<file path="config.mk">
export PLATFORM = sky130hd
export DESIGN_NAME = mult_bist
export DESIGN_NICKNAME = d
export VERILOG_FILES = /design/src/rtl/mult_bist_pkg.sv /design/src/rtl/mult_bist_misr.sv /design/src/rtl/mult_bist.sv
export SDC_FILE = /design/constraint.sdc
export NUM_CORES = 1
export LEC_CHECK = 0
export BUFFER_PORTS_ARGS = -buffer_cell sky130_fd_sc_hd__buf_4
export CORE_UTILIZATION = 30
export CTS_CLUSTER_DIAMETER = 30
export DETAILED_ROUTE_END_ITERATION = 8
export PLACE_DENSITY = 0.59
export SYNTH_ARGS = -nofsm -noshare
export SYNTH_HDL_FRONTEND = slang
export SYNTH_SLANG_ARGS = --single-unit
export TNS_END_PERCENT = 100
</file>
<file path="constraint.sdc">
create_clock -name clk -period 3.91 [get_ports clk]
set_input_delay 0.391 -clock clk [delete_from_list [all_inputs] [get_ports clk]]
set_output_delay 0.391 -clock clk [all_outputs]
set_load 0.01 [all_outputs]
</file>
<file path="src/rtl/mult_bist_pkg.sv">
// rtl/mult_bist_pkg.sv - shared types, MISR constants and step function for mult_bist
package mult_bist_pkg;

  typedef enum logic [1:0] {
    ST_IDLE,
    ST_RUN,
    ST_DONE
  } state_t;

  localparam int CNT_WIDTH = 16;

  // Widest signature the shared step function supports; narrower MISRs truncate.
  localparam int SIG_MAX = 64;
  localparam logic [SIG_MAX-1:0] MISR_POLY = 64'h1021;
  localparam logic [SIG_MAX-1:0] MISR_SEED = '1;

  function automatic logic [SIG_MAX-1:0] misr_step(
    input logic [SIG_MAX-1:0] sig,
    input logic [SIG_MAX-1:0] data,
    input int                 width
  );
    logic [SIG_MAX-1:0] mask;
    logic               msb;
    mask = (64'd1 << width) - 64'd1;
    msb  = |(sig & (64'd1 << (width - 1)));
    return ((sig << 1) ^ (msb ? MISR_POLY : '0) ^ data) & mask;
  endfunction

endpackage

</file>
<file path="src/rtl/mult_bist_misr.sv">
// rtl/mult_bist_misr.sv - multiple-input signature register compacting DUT responses
module mult_bist_misr
  import mult_bist_pkg::*;
#(
  parameter int SIG_WIDTH  = 16,
  parameter int DATA_WIDTH = 6
) (
  input  logic                  clk,
  input  logic                  rst_n,
  input  logic                  clear,
  input  logic                  enable,
  input  logic [DATA_WIDTH-1:0] data,
  output logic [SIG_WIDTH-1:0]  sig
);

  logic [SIG_WIDTH-1:0] sig_next;

  always_comb begin
    sig_next = SIG_WIDTH'(misr_step(SIG_MAX'(sig), SIG_MAX'(data), SIG_WIDTH));
  end

  always_ff @(posedge clk) begin
    if (!rst_n || clear) begin
      sig <= MISR_SEED[SIG_WIDTH-1:0];
    end else if (enable) begin
      sig <= sig_next;
    end
  end

endmodule

</file>
<file path="src/rtl/mult_bist.sv">
// rtl/mult_bist.sv - BIST sequencer: counts operands into a combinational multiplier and signs its products
module mult_bist
  import mult_bist_pkg::*;
#(
  parameter int BIT_WIDTH   = 3,
  parameter int OUT_WIDTH   = 2 * BIT_WIDTH,
  parameter int SIG_WIDTH   = 16,
  parameter int HOLD_CYCLES = 1
) (
  input  logic                 clk,
  input  logic                 rst_n,
  input  logic                 start,
  input  logic [CNT_WIDTH-1:0] cfg_count,
  input  logic [SIG_WIDTH-1:0] golden,
  output logic [BIT_WIDTH-1:0] dut_inp,
  input  logic [OUT_WIDTH-1:0] dut_out,
  output logic                 busy,
  output logic                 done,
  output logic                 pass,
  output logic [SIG_WIDTH-1:0] signature
);

  localparam int HOLD_W = (HOLD_CYCLES > 1) ? $clog2(HOLD_CYCLES) : 1;

  state_t               state;
  logic [CNT_WIDTH-1:0] remaining;
  logic [HOLD_W-1:0]    hold_cnt;
  logic                 last_hold;
  logic                 accept;
  logic                 absorb;
  logic [SIG_WIDTH-1:0] sig_next;

  assign last_hold = (hold_cnt == HOLD_W'(HOLD_CYCLES - 1));
  assign accept    = start && (state != ST_RUN);
  assign absorb    = (state == ST_RUN) && last_hold;

  // The verdict is taken on the same edge the final product is absorbed,
  // so compare against the signature the MISR is about to hold.
  always_comb begin
    sig_next = SIG_WIDTH'(misr_step(SIG_MAX'(signature), SIG_MAX'(dut_out), SIG_WIDTH));
  end

  mult_bist_misr #(
    .SIG_WIDTH (SIG_WIDTH),
    .DATA_WIDTH(OUT_WIDTH)
  ) u_misr (
    .clk   (clk),
    .rst_n (rst_n),
    .clear (accept),
    .enable(absorb),
    .data  (dut_out),
    .sig   (signature)
  );

  always_ff @(posedge clk) begin
    if (!rst_n) begin
      state     <= ST_IDLE;
      dut_inp   <= '0;
      remaining <= '0;
      hold_cnt  <= '0;
      busy      <= 1'b0;
      done      <= 1'b0;
      pass      <= 1'b0;
    end else begin
      case (state)
        ST_RUN: begin
          if (last_hold) begin
            hold_cnt  <= '0;
            dut_inp   <= dut_inp + BIT_WIDTH'(1);
            remaining <= remaining - CNT_WIDTH'(1);
            if (remaining == CNT_WIDTH'(1)) begin
              state <= ST_DONE;
              busy  <= 1'b0;
              done  <= 1'b1;
              pass  <= (sig_next == golden);
            end
          end else begin
            hold_cnt <= hold_cnt + HOLD_W'(1);
          end
        end
        default: begin
          if (start) begin
            remaining <= cfg_count;
            dut_inp   <= '0;
            hold_cnt  <= '0;
            if (cfg_count == '0) begin
              // Nothing to apply: the seed itself is the signature.
              state <= ST_DONE;
              busy  <= 1'b0;
              done  <= 1'b1;
              pass  <= (MISR_SEED[SIG_WIDTH-1:0] == golden);
            end else begin
              state <= ST_RUN;
              busy  <= 1'b1;
              done  <= 1'b0;
              pass  <= 1'b0;
            end
          end
        end
      endcase
    end
  end

endmodule

</file>
# After elaboration in Yosys (flattened, before gate mapping)
# Cells that the tools add are included.
# totals
out_inout_bits	22
input_bits	41
elab_cells	59
ff_bits	41
# op_classes
addsub	3
n_reduce_logical	8
n_bitwise	3
mux	30
eq_ne	7
# op_table
operator	count
2-to-1 mux 16 bit	3
2-to-1 mux 1 bit	18
equality test 16 x 1 -> 1 bit, second input constant	1
equality test 16 bit	1
equality test 16 bit, first input constant	1
zero test 16 bit	1
subtractor 16 x 1 -> 16 bit, second input constant	1
bitwise XOR 16 bit	1
bitwise XOR 16 x 6 -> 16 bit	1
2-to-1 mux 13 bit	1
2-to-1 mux 2 bit	5
2-to-1 mux 3 bit	3
!= test 2 x 1 -> 1 bit, second input constant	2
adder 3 x 1 -> 3 bit, second input constant	1
AND reduction 3 bit	1
equality test 2 x 1 -> 1 bit, second input constant	1
logical AND 1 bit	2
!= test 2 bit, second input constant	1
AND reduction 2 bit	1
nonzero test 2 bit	1
adder 1 bit, second input constant	1
zero test 1 bit	1
logical OR 1 bit	1
inverter 1 bit	1

# Logic depth before layout (Yosys ltp)
# Gate-level depths: netlist of the first run.
# logic_depth
depth_word	7
mapped_depth	7
depth_no_buf	7

# By module
# Synthesis of the first run repeated with hierarchy kept, for this count alone.
# unflattened
hier_cells	266
area_unflattened_um2	2368.5
# by_module_without_submodules
module	area_each_um2	cells_each	n_inst	seq_area_each_um2
mult_bist	1642.8	196	1	460.4
mult_bist_misr	725.7	70	1	320.3

# Worst setup path after synthesis of the first run
# No wires, ideal clock.
# synth_timing
path_kind	flip-flop to flip-flop
start	register remaining[0]
end	register remaining[12]
setup_slack_ps	2153
arrival_time_ps	1645
synth_period_minus_slack_ps	1757
n_path_buf	0
stages_incl_launch_ff	8
setup_ps	112
required_time_ps	3798
path_cell_list	dfxtp_1 inv_1 ha_1 nor3b_2 nand3_1 nor4_2 nor3_1 a2111oi_1
# synth_between
elab_chain_len	3
# synth_rtl
element	line	rtl
start, declared	mult_bist.sv:26	logic [CNT_WIDTH-1:0] remaining;
start signal, assigned	mult_bist.sv:70	remaining <= remaining - CNT_WIDTH'(1);
start signal, assigned	mult_bist.sv:83	remaining <= cfg_count;
subtractor 16 x 1 -> 16 bit	mult_bist.sv:70	
2-to-1 mux 16 bit	mult_bist.sv:67	if (last_hold) begin
2-to-1 mux 16 bit	mult_bist.sv:65	case (state)
# Every way passes these cells. The select of a mux whose other input is x is not followed.
# A chain may end at the register's enable or synchronous reset.

# Worst setup path after layout of the first run
# layout_timing
start	register state[1]
end	register u_misr.sig[4]
# layout_between
elab_chain_len	3
word_cells_on_any_way	5
cone_classes	2 x eq/ne; 3 x reduce/logical
# layout_rtl
element	line	rtl
start, declared	mult_bist.sv:25	state_t state;
start signal, assigned	mult_bist.sv:57	state <= ST_IDLE;
start signal, assigned	mult_bist.sv:72	state <= ST_DONE;
start signal, assigned	mult_bist.sv:88	state <= ST_DONE;
!= test 2 x 1 -> 1 bit	mult_bist.sv:34	assign accept = start && (state != ST_RUN);
logical AND 1 bit	mult_bist.sv:34	
logical OR 1 bit	mult_bist_misr.sv:23	if (!rst_n || clear) begin
end signal, assigned	mult_bist_misr.sv:24	sig <= MISR_SEED[SIG_WIDTH-1:0];
end signal, assigned	mult_bist_misr.sv:26	sig <= sig_next;
end, declared	mult_bist_misr.sv:13	output logic [SIG_WIDTH-1:0] sig
# Several ways; a longest one is shown, not always the timed one.

==> out/summary.md, run 1 <==
For the power consumption, the log shows 1.10 mW. In this run the horizontal extent of the chip is 87.2 um. The post-route worst setup slack came out at 1.73 ns.

The clock reaches the later pin of the worst-skew pair after 0.29 ns. The nature of the critical path endpoint is a register. Max-cap violations in this run came to 0. In this run, the clock network consumes 30.1% of the power.

Path category of the worst min-delay check: input pin to register. The area added between synthesis and finish works out to 27.3%. Dividing total power by cell area gives a power density of 396 nW/um^2. Counting flops with a built-in enable in the synthesized netlist gives 0.

Counting buffers and inverters, the worst setup path is 5 cells deep. The run gives 1.71 ns as the setup slack after placement. Of the total synthesized cell area, the portion taken by XOR and XNOR cells is 10.7%. The classification of the worst setup path was register to register. The initial antenna violation count is 0, and the number of cells on the worst reg-to-reg path is 5. Summing all flip-flop and latch instances after layout gives 781 sq um.

Buffers inserted to repair hold after CTS numbered 0. In the global route stage, overall resource usage came out at 16.2%. Dividing the detail-routed wire length by the instance count gives 14.1 um. In this run the most used layer during global routing was met2. The post-synthesis cell count is 266. The critical path starts at state[1].

The shortest period the worst path allows was 2.18 ns; the maximum clock insertion buffer count was 2. The average cell area after synthesis works out to 8.19 sq um. The first routing iteration left 91 violations.

The peak supply drop was 128 uV. TritonCTS built the clock tree. The tools report the terminus of the critical flop-to-flop path as u_misr.sig[4].

The hold violation total from the final report came out at 0. The analysis attributes to cell leakage a power of 1.14 nW. Setup repair after global routing left no endpoint under its margin. After synthesis the cells add up to 2180 sq um.

The initial utilization of the core area, before any placement, comes to 31.5%. Routability-driven placement finished with a final weighted congestion of 0.833. Data on the critical path arrives at its endpoint at 2.31 ns. After floorplanning, the core was sized to cover 6910 sq um. For this run the aggregate overflow at the end of global routing stands at 0. Based on the critical path, the design can be clocked at up to 458 MHz.

The run finished with clean final reports. In this run, synthesis produced a sequential element count of 39. The total inserted antenna cells was 0.

The startpoint type of the worst setup path is a register. Master of the slowest instance on the critical path: sky130_fd_sc_hd__nor2_1. For the pin with the worst max-slew slack, the measured transition is 1.02 ns.

The vias per cell is 5.02, and the number of nets still failing antenna checks after routing is 0. Measured along the y axis, the die boundary spans 87.2 um. The ratio of cells with drive above 1 in the final layout is 26.3%, and the number of rows in the core area is 30.

Sequential elements use 35.8% of the synthesized area. The clock transition time at the flip-flop clock pins of the worst setup and hold paths came out at 0.08 ns. For the final database, setup skew stands at 0.00727 ns. Data required time of the critical path: 4.03 ns. The critical path goes through nand2b_1 -> buf_4 -> and2_1 -> nor2_1 -> o211ai_1. The peak fanout along the critical path works out to 16. Buffers added to address setup during post-CTS repair amount to 0.

Global routing used 20.5% of the available met1 tracks. Accumulated negative setup slack: 0 ns. In this run, the combinational gates consume 26.8% of the power. In this run, flip-flops and latches consume 43.2% of the power. The number of fill cells in the layout came out at 731.

Post-detailed-route DRC marker count: 0. Clock tree synthesis inserted a total of 5 buffers. Counting every net in the synthesized netlist gives 310. Of the total synthesized cell area, the portion taken by AND, OR, NAND and NOR gates is 27.2%. The most common flop cell mapped by yosys is sky130_fd_sc_hd__dfxtp_1. The internal power of the cells totals 0.756 mW.

The first detailed-routing pass ran for 4 iterations. Setup violations remaining at the end of the flow were counted as 0. In the final layout, the multi-input gates occupy 1250 sq um. The die covers 7610 sq um.

After the last flow step, the layout net total stands at 359. Counting every sink on the clock net gives 39. The hold path depth is 3.

In this run the worst setup path terminates at u_misr.sig[4]. The share of the clock period used by the worst path after layout is 55.8%. The share of synthesized area spent on multiplexers was 0%; the H-tree depth was 2.

The fraction of power spent switching nets is 31.2%, and the fraction of the mapped netlist area in compound gates is 17.9%. On the worst path, the slowest cell contributes a delay of 0.83 ns. Adder-cell share of the synthesized area: 1.72%. The number of different library cells used by synthesis comes to 49. The clock tree root driver cell is sky130_fd_sc_hd__clkbuf_8. The met3 routing resource usage after global routing was 3.79%; the met2 track demand over resource in global routing was 26.7%. For this design the top-level I/O count stands at 63.

The count of buffers added on input and output ports is 62. The tools report the max-slew violation count as 0. In this run the tightest slew margin relative to its limit is 31.5%.

Post-CTS repair changed the size of 0 cells. For this run, the number of Yosys warnings is 0. Of all flip-flops after synthesis, the portion carrying an async set or reset was 0%. For this design the total switching power over the nets is 0.342 mW. The setup check on the worst reg-to-reg path leaves a slack of 1.73 ns. The combinational family with the most area after synthesis is simple AND/OR/NAND/NOR gates.

Start of the worst register-to-register path: state[1]. Once detailed placement completed, the half-perimeter wirelength came to 4.37 mm. The kind of cell with the highest combined delay along the critical path is simple AND/OR/NAND/NOR gates. Buffering stage count on the worst path with inverters included: 1. The first global-routing pass estimated 9.50 mm of wire. The run gives 1983 as the via count of the first global-routing pass.

Entering global routing, the biggest net connects 31 pins. The overall routed net length is 5.81 mm. The via count is 2064.
state kept, by name (all words and copies together) (netlist names):
signal / count
remaining: 16
u_misr.sig: 16
dut_inp: 3
state: 2
done: 1
pass: 1
through the flow:
stage	area, sq um	instances	hold WS (ns)	util [%]
after detailed placement	2670	404	0.483	38.6
after global placement	2670	404	0.473	38.6
after CTS	2770	411	0.386	40.1
after floorplan	2180	266	0.428	-
final	2770	411	0.399	40.1
after global routing	2770	411	0.400	40.1
kinds of logic after synthesis:
| group | count (synthesis) |
|---|---|
| AOI/OAI and AO/OA | 56 |
| xor gates and xnor gates | 25 |
| adders and majority gates | 3 |
| buffers and inverters | 29 |
| DFF | 39 |
| and+or+nand+nor | 114 |
metal layers:
metal | share of wire [%] | vias up
li1 | - | 1038
met1 | 45 | 951
met2 | 47 | 64
met3 | 6.0 | 11
met4 | 1.9 | 0
met5 | 0 | -
cell type report:
class	instances	share of cell area [%]
Tap cell	96	4.33
Inverter	6	0.812
Clock inverter	2	1.35
Clock buffer	5	2.48
Sequential cell	39	28.2
Multi-Input combinational cell	198	45.3
Timing Repair Buffer	65	17.6
worst min-delay path by stage:
stage                              from       endpoint  slack [ns]
after floorplan           remaining[15]  remaining[15]        0.43
after global placement    remaining[15]  remaining[15]        0.47
after detailed placement  remaining[15]  remaining[15]        0.48
after CTS                  cfg_count[9]   remaining[9]        0.39
after global routing              rst_n   remaining[7]        0.40
final                     cfg_count[10]  remaining[10]        0.40
synthesized netlist by cell type (2+ instances only):
| cell type | n | area (sq um) |
|---|---|---|
| sky130_fd_sc_hd__a211oi_1 | 3 | 22.5 |
| sky130_fd_sc_hd__a21oi_1 | 16 | 80.1 |
| sky130_fd_sc_hd__a22oi_1 | 3 | 22.5 |
| sky130_fd_sc_hd__a31oi_1 | 2 | 12.5 |
| sky130_fd_sc_hd__buf_2 | 2 | 10.0 |
| sky130_fd_sc_hd__buf_4 | 9 | 67.6 |
| sky130_fd_sc_hd__clkbuf_1 | 11 | 41.3 |
| sky130_fd_sc_hd__dfxtp_1 | 39 | 781 |
| sky130_fd_sc_hd__ha_1 | 3 | 37.5 |
| sky130_fd_sc_hd__inv_1 | 6 | 22.5 |
| sky130_fd_sc_hd__nand2_1 | 38 | 143 |
| sky130_fd_sc_hd__nand2b_1 | 2 | 12.5 |
| sky130_fd_sc_hd__nand3_1 | 16 | 80.1 |
| sky130_fd_sc_hd__nand4_1 | 8 | 50.1 |
| sky130_fd_sc_hd__nor2_1 | 18 | 67.6 |
| sky130_fd_sc_hd__nor3_1 | 9 | 45.0 |
| sky130_fd_sc_hd__nor4_1 | 7 | 43.8 |
| sky130_fd_sc_hd__o211a_1 | 2 | 20.0 |
| sky130_fd_sc_hd__o211ai_1 | 9 | 67.6 |
| sky130_fd_sc_hd__o21a_1 | 2 | 15.0 |
| sky130_fd_sc_hd__o21ai_0 | 9 | 45.0 |
| sky130_fd_sc_hd__or2_2 | 2 | 12.5 |
| sky130_fd_sc_hd__or4_4 | 2 | 22.5 |
| sky130_fd_sc_hd__xnor2_1 | 21 | 184 |
| sky130_fd_sc_hd__xor2_1 | 3 | 26.3 |
worst register-to-register path, stage by stage, from the launching register on:
cell	delay [ns]
sky130_fd_sc_hd__dfxtp_1	0.33
sky130_fd_sc_hd__nand2b_1	0.17
sky130_fd_sc_hd__buf_4	0.20
sky130_fd_sc_hd__and2_1	0.31
sky130_fd_sc_hd__nor2_1	0.83
sky130_fd_sc_hd__o211ai_1	0.19
power by group through the flow:
stage	registers, mW	logic, mW	clock network (mW)
finish	0.474	0.294	0.330
floorplan	0.476	0.199	0
CTS	0.474	0.296	0.342
detailed placement	0.483	0.294	0
global route	0.480	0.327	0.358
global placement	0.483	0.291	0
placed cells by master, fill, tap and decap left out, types with 2 or more instances in the layout:
cell type,synthesis,layout
sky130_fd_sc_hd__o211a_1,2,2
sky130_fd_sc_hd__or2_2,2,2
sky130_fd_sc_hd__inv_1,6,6
sky130_fd_sc_hd__o21ai_0,9,9
sky130_fd_sc_hd__a21oi_1,16,16
sky130_fd_sc_hd__nand2b_1,2,2
sky130_fd_sc_hd__buf_4,9,65
sky130_fd_sc_hd__nand3_1,16,16
sky130_fd_sc_hd__nor3_1,9,9
sky130_fd_sc_hd__a211oi_1,3,3
sky130_fd_sc_hd__nor4_1,7,7
sky130_fd_sc_hd__a31oi_1,2,2
sky130_fd_sc_hd__ha_1,3,3
sky130_fd_sc_hd__xnor2_1,21,21
sky130_fd_sc_hd__a22oi_1,3,3
sky130_fd_sc_hd__o211ai_1,9,9
sky130_fd_sc_hd__nand2_1,38,38
sky130_fd_sc_hd__dfxtp_1,39,39
sky130_fd_sc_hd__nand4_1,8,8
sky130_fd_sc_hd__nor2_1,18,18
sky130_fd_sc_hd__or4_4,2,2
sky130_fd_sc_hd__xor2_1,3,3
sky130_fd_sc_hd__clkbuf_8,0,5
sky130_fd_sc_hd__o21a_1,2,2
Note: power is estimated with default switching activity, not from simulation.
==> run 2, diff against run 1 <==
--- a/config.mk
+++ b/config.mk
@@ -5,11 +5,12 @@
 export SDC_FILE = /design/constraint.sdc
 export NUM_CORES = 1
 export LEC_CHECK = 0
+export ABC_AREA = 1
 export BUFFER_PORTS_ARGS = -buffer_cell sky130_fd_sc_hd__buf_4
 export CORE_UTILIZATION = 30
 export CTS_CLUSTER_DIAMETER = 30
 export DETAILED_ROUTE_END_ITERATION = 8
-export PLACE_DENSITY = 0.59
+export PLACE_DENSITY = 0.58
 export SYNTH_ARGS = -nofsm -noshare
 export SYNTH_HDL_FRONTEND = slang
 export SYNTH_SLANG_ARGS = --single-unit
==> constraint.sdc (replaced) <==
create_clock -name clk -period 2.3 [get_ports clk]
set_input_delay 0.23 -clock clk [delete_from_list [all_inputs] [get_ports clk]]
set_output_delay 0.23 -clock clk [all_outputs]
set_load 0.01 [all_outputs]
==> run 2 against run 1 <==
Against the previous run:
- register-to-register slack got worse by 1.1 ns
- sequential share of layout area decreased by 3.4 points
- final cell count increased by 40%
- clock-buffer cell count unchanged
- wire length increased by 14%
- core utilization decreased by 1.8 points
- first-iteration DRC count decreased by 9.9%
- sequential power increased by 67%
- largest power group unchanged
==> out/summary.md, run 2 <==
Total power density per cell area: 632 nW/um^2 (+60%). The initial detailed-routing violation count is 82 (-9.9%). The fraction of registers with async set/reset came out at 0% (unchanged).

The tools report the buffer count from post-CTS setup fixing as 0 (unchanged). In the post-synthesis netlist, the biggest area contributors are sky130_fd_sc_hd__dfxtp_1, sky130_fd_sc_hd__nand2_1, sky130_fd_sc_hd__inv_1, sky130_fd_sc_hd__nor2_1, sky130_fd_sc_hd__a21oi_1. The count of final setup violators was 0 (unchanged). The area growth from synthesis to layout is 23.6%.

Accumulated negative setup slack: 0 ns (unchanged). The run gives 781 sq um (unchanged) as the area used by sequential logic in the layout. The share of power burned in the clock network came out at 29.6% (-0.5 points).

The run gives 459 (+48%) as the synthesized netlist net count. Leaving out fill and tap cells, the most frequent cells in the layout are sky130_fd_sc_hd__nand2_1, sky130_fd_sc_hd__inv_1, sky130_fd_sc_hd__buf_4. The tree is rooted in a sky130_fd_sc_hd__clkbuf_8. The overall routed net length was 6.65 mm (+14%); the width of the die was 94.1 um (+7.9%). The start of the worst register-to-register path is state[0]. The fraction of power spent switching nets is 34.5% (+3.3 points), and the actual transition at the worst max-transition pin is 0.468 ns (-0.555 ns). The power consumption is 1.99 mW (+81%), and the largest net degree at the start of global routing is 30 (-3.2%). The clock transition time at the flip-flop clock pins of the worst setup and hold paths is 0.08 ns (about the same). Most frequent standard cell in the layout excluding fill and tap cells: sky130_fd_sc_hd__nand2_1. The placer congestion estimate is 0.838 (+0.67%).

The tools report the worst-skew pair later-pin latency as 0.30 ns (about the same). The run gives 30.7% (-5.2 points) as the post-synthesis sequential area ratio. The peak fanout along the critical path is 11 (-5), and the number of fill cells in the layout is 887 (+21%). For the initial antenna violation count, the log shows 0 (unchanged). The shortest period the worst path allows is 1.69 ns (-0.489 ns). Height of the chip: 94.1 um (+7.9%). The tools report the clock sink count as 39 (unchanged). The run gives 513 (+43%) as the number of nets in the layout. TritonCTS built the clock tree. The post-synthesis sequential element count is 39 (unchanged). The total inserted antenna cells is 0 (unchanged). Via count of the first global-routing pass: 2435 (+23%). The run finished with clean final reports.

The final routed wire length divided by cell count came out at 11.6 um (-18%). Setup repair after global routing left no endpoint under its margin. The count of warnings emitted by yosys was 0 (unchanged); the proportion of netlist area held by the largest area contributor was 30.7% (-5.2 points). The run gives 33 (-33%) as the count of different cell masters after synthesis. In the final layout, the registers with the most flip-flops are remaining: 16 flops, u_misr.sig: 16 flops, dut_inp: 3 flops. Cell area after synthesis: 2550 sq um (+17%). For the clock skew after layout, the log shows 0.0116 ns (+0.00431 ns). Die footprint: 8860 sq um (+16%).

Sorting the synthesized cells by how often they occur yields sky130_fd_sc_hd__nand2_1, sky130_fd_sc_hd__inv_1, sky130_fd_sc_hd__nor2_1. The nature of the critical path endpoint is a register. The run gives 63 (unchanged) as the number of ports placed on the die boundary.

The tools report the H-tree depth as 2 (unchanged). The initial cell density of the core was 31.0% (-0.55 points). The tools report the start point of the worst min-delay path as rst_n.

The global-route wire length before repair was 11.0 mm (+16%). The run gives 1.66 nW (+45%) as the cell leakage power. Remaining global-route overflow: 0 (unchanged). The timing-limited maximum frequency was 590 MHz (+29%); the via count was 2650 (+28%). The multi-input combinational cell area is 1370 sq um (+9.4%), and the number of enable-type register cells in the synthesized netlist is 0 (unchanged).

The logs give 68.8% (+37 points) for the headroom to the max-slew limit and 15.8% (-0.38 points) for the total global-route track usage. The peak supply drop was 303 uV (+140%); the number of hold buffers added after cts was 0 (unchanged). The most used flip-flop cell after synthesis is sky130_fd_sc_hd__dfxtp_1. The reported max-cap violation count is 0 (unchanged), and the number of cells on the worst reg-to-reg path is 8 (+3). The logic gate share of total power came out at 30.5% (+3.7 points). For the maximum clock insertion buffer count, the log shows 2 (unchanged). The worst hold slack after final layout is 0.179 ns (-0.220 ns). The hold violation total from the final report came out at 0 (unchanged). The tools report the final HPWL from detailed placement as 5.24 mm (+20%).

The synthesized design spends more area on one cell type than any other, namely sky130_fd_sc_hd__dfxtp_1. The worst setup path is launched from a register. Yosys instantiated no cell more often than sky130_fd_sc_hd__nand2_1. The run gives 1.30 mW (+72%) as the cell-internal power. The number of port buffers was 62 (unchanged). The run gives 0 (unchanged) as the number of nets still failing antenna checks after routing. The post-detailed-route DRC marker count is 0 (unchanged), and the share of the clock period used by the worst path after layout is 73.6% (+18 points).

The switching power summed over all nets is 0.686 mW (+100%). The vias per cell came out at 4.61 (-8.2%). The critical path in this run is classified as register to register.

The path category of the worst min-delay check was input pin to register. The tools report the sequential share of power as 39.9% (-3.3 points). The run gives 6 (+2) as the number of iterations in the first detailed-routing pass. For the area of the core, the log shows 8220 sq um (+19%). The logs give 0 (unchanged) for the max-slew violation count and 1.87 ns (-0.44 ns) for the data arrival at the endpoint of the critical path. The logs give 415 (+56%) for the post-synthesis cell count and 0 (unchanged) for the number of cells upsized or downsized after cts. The average cell area after synthesis was 6.14 sq um (-25%). The run gives 33 (+10%) as the number of rows in the core area.

The data required time of the critical path came out at 2.48 ns (-1.55 ns). The hold path depth is 3 (unchanged), and the number of buffers created by CTS is 5 (unchanged). The critical path starts at state[0]. Ratio of cells with drive above 1 in the final layout: 20.0% (-6.3 points).
## run 2: routing by layer
layer | global-route usage [%] | share of wire [%] | wire length (um) | vias up
li1 | - | - | - | 1402
met1 | 20.3 | 48 | 3190 | 1165
met2 | 26.0 | 44 | 2920 | 71
met3 | 2.91 | 6.0 | 402 | 12
met4 | 6.15 | 2.2 | 145 | 0
met5 | 0 | 0 | 0 | -
## run 2: power by group through the flow
stage | sequential (mW) | combinational, mW | clock, mW
after detailed placement | 0.808 | 0.607 | 0
after global placement | 0.809 | 0.602 | 0
after global routing | 0.802 | 0.693 | 0.634
final | 0.793 | 0.607 | 0.588
after floorplan | 0.802 | 0.429 | 0
after CTS | 0.793 | 0.610 | 0.603
## run 2: area by class of cell
cell class / count / area share, %
clock buffers: 5 / 2.19
clock inverters: 3 / 1.39
inverters: 70 / 8.35
multi-input cells: 288 / 43.6
flip-flops and latches: 39 / 24.8
well taps: 105 / 4.17
repair buffers: 65 / 15.5
## run 2: path summary, 6_finish.rpt
path                   endpoint  slack, ns
setup / recovery  u_misr.sig[3]       0.61
setup reg to reg  u_misr.sig[3]       0.61
hold reg to reg        state[1]       0.47
hold / removal     remaining[0]       0.18
## run 2: critical path, cell delays in order, from the launching register on
cell                      delay [ns]
sky130_fd_sc_hd__dfxtp_1        0.36
sky130_fd_sc_hd__nand2_2        0.15
sky130_fd_sc_hd__nand2_2        0.22
sky130_fd_sc_hd__inv_2          0.15
sky130_fd_sc_hd__nor2_1         0.11
sky130_fd_sc_hd__buf_4          0.18
sky130_fd_sc_hd__inv_1          0.15
sky130_fd_sc_hd__a31oi_1        0.17
sky130_fd_sc_hd__o21ai_1        0.08
## run 2: logic make-up after synthesis
| kind of cell | after synthesis | synth area share (%) |
|---|---|---|
| flops | 39 | 30.7 |
| compound gates | 71 | 15.7 |
| fa+ha+maj | 3 | 1.47 |
| simple gates | 206 | 34.0 |
| xor+xnor | 8 | 2.75 |
| buf+inv | 88 | 15.4 |
## run 2: stage by stage
step	utilization, %	area [sq um]	cells	setup WS, ns
after floorplan	-	2550	415	1.03
after global placement	36.9	3040	567	0.669
after detailed placement	36.9	3040	567	0.591
after CTS	38.3	3150	575	0.583
after global routing	38.3	3150	575	0.403
final	38.3	3150	575	0.606
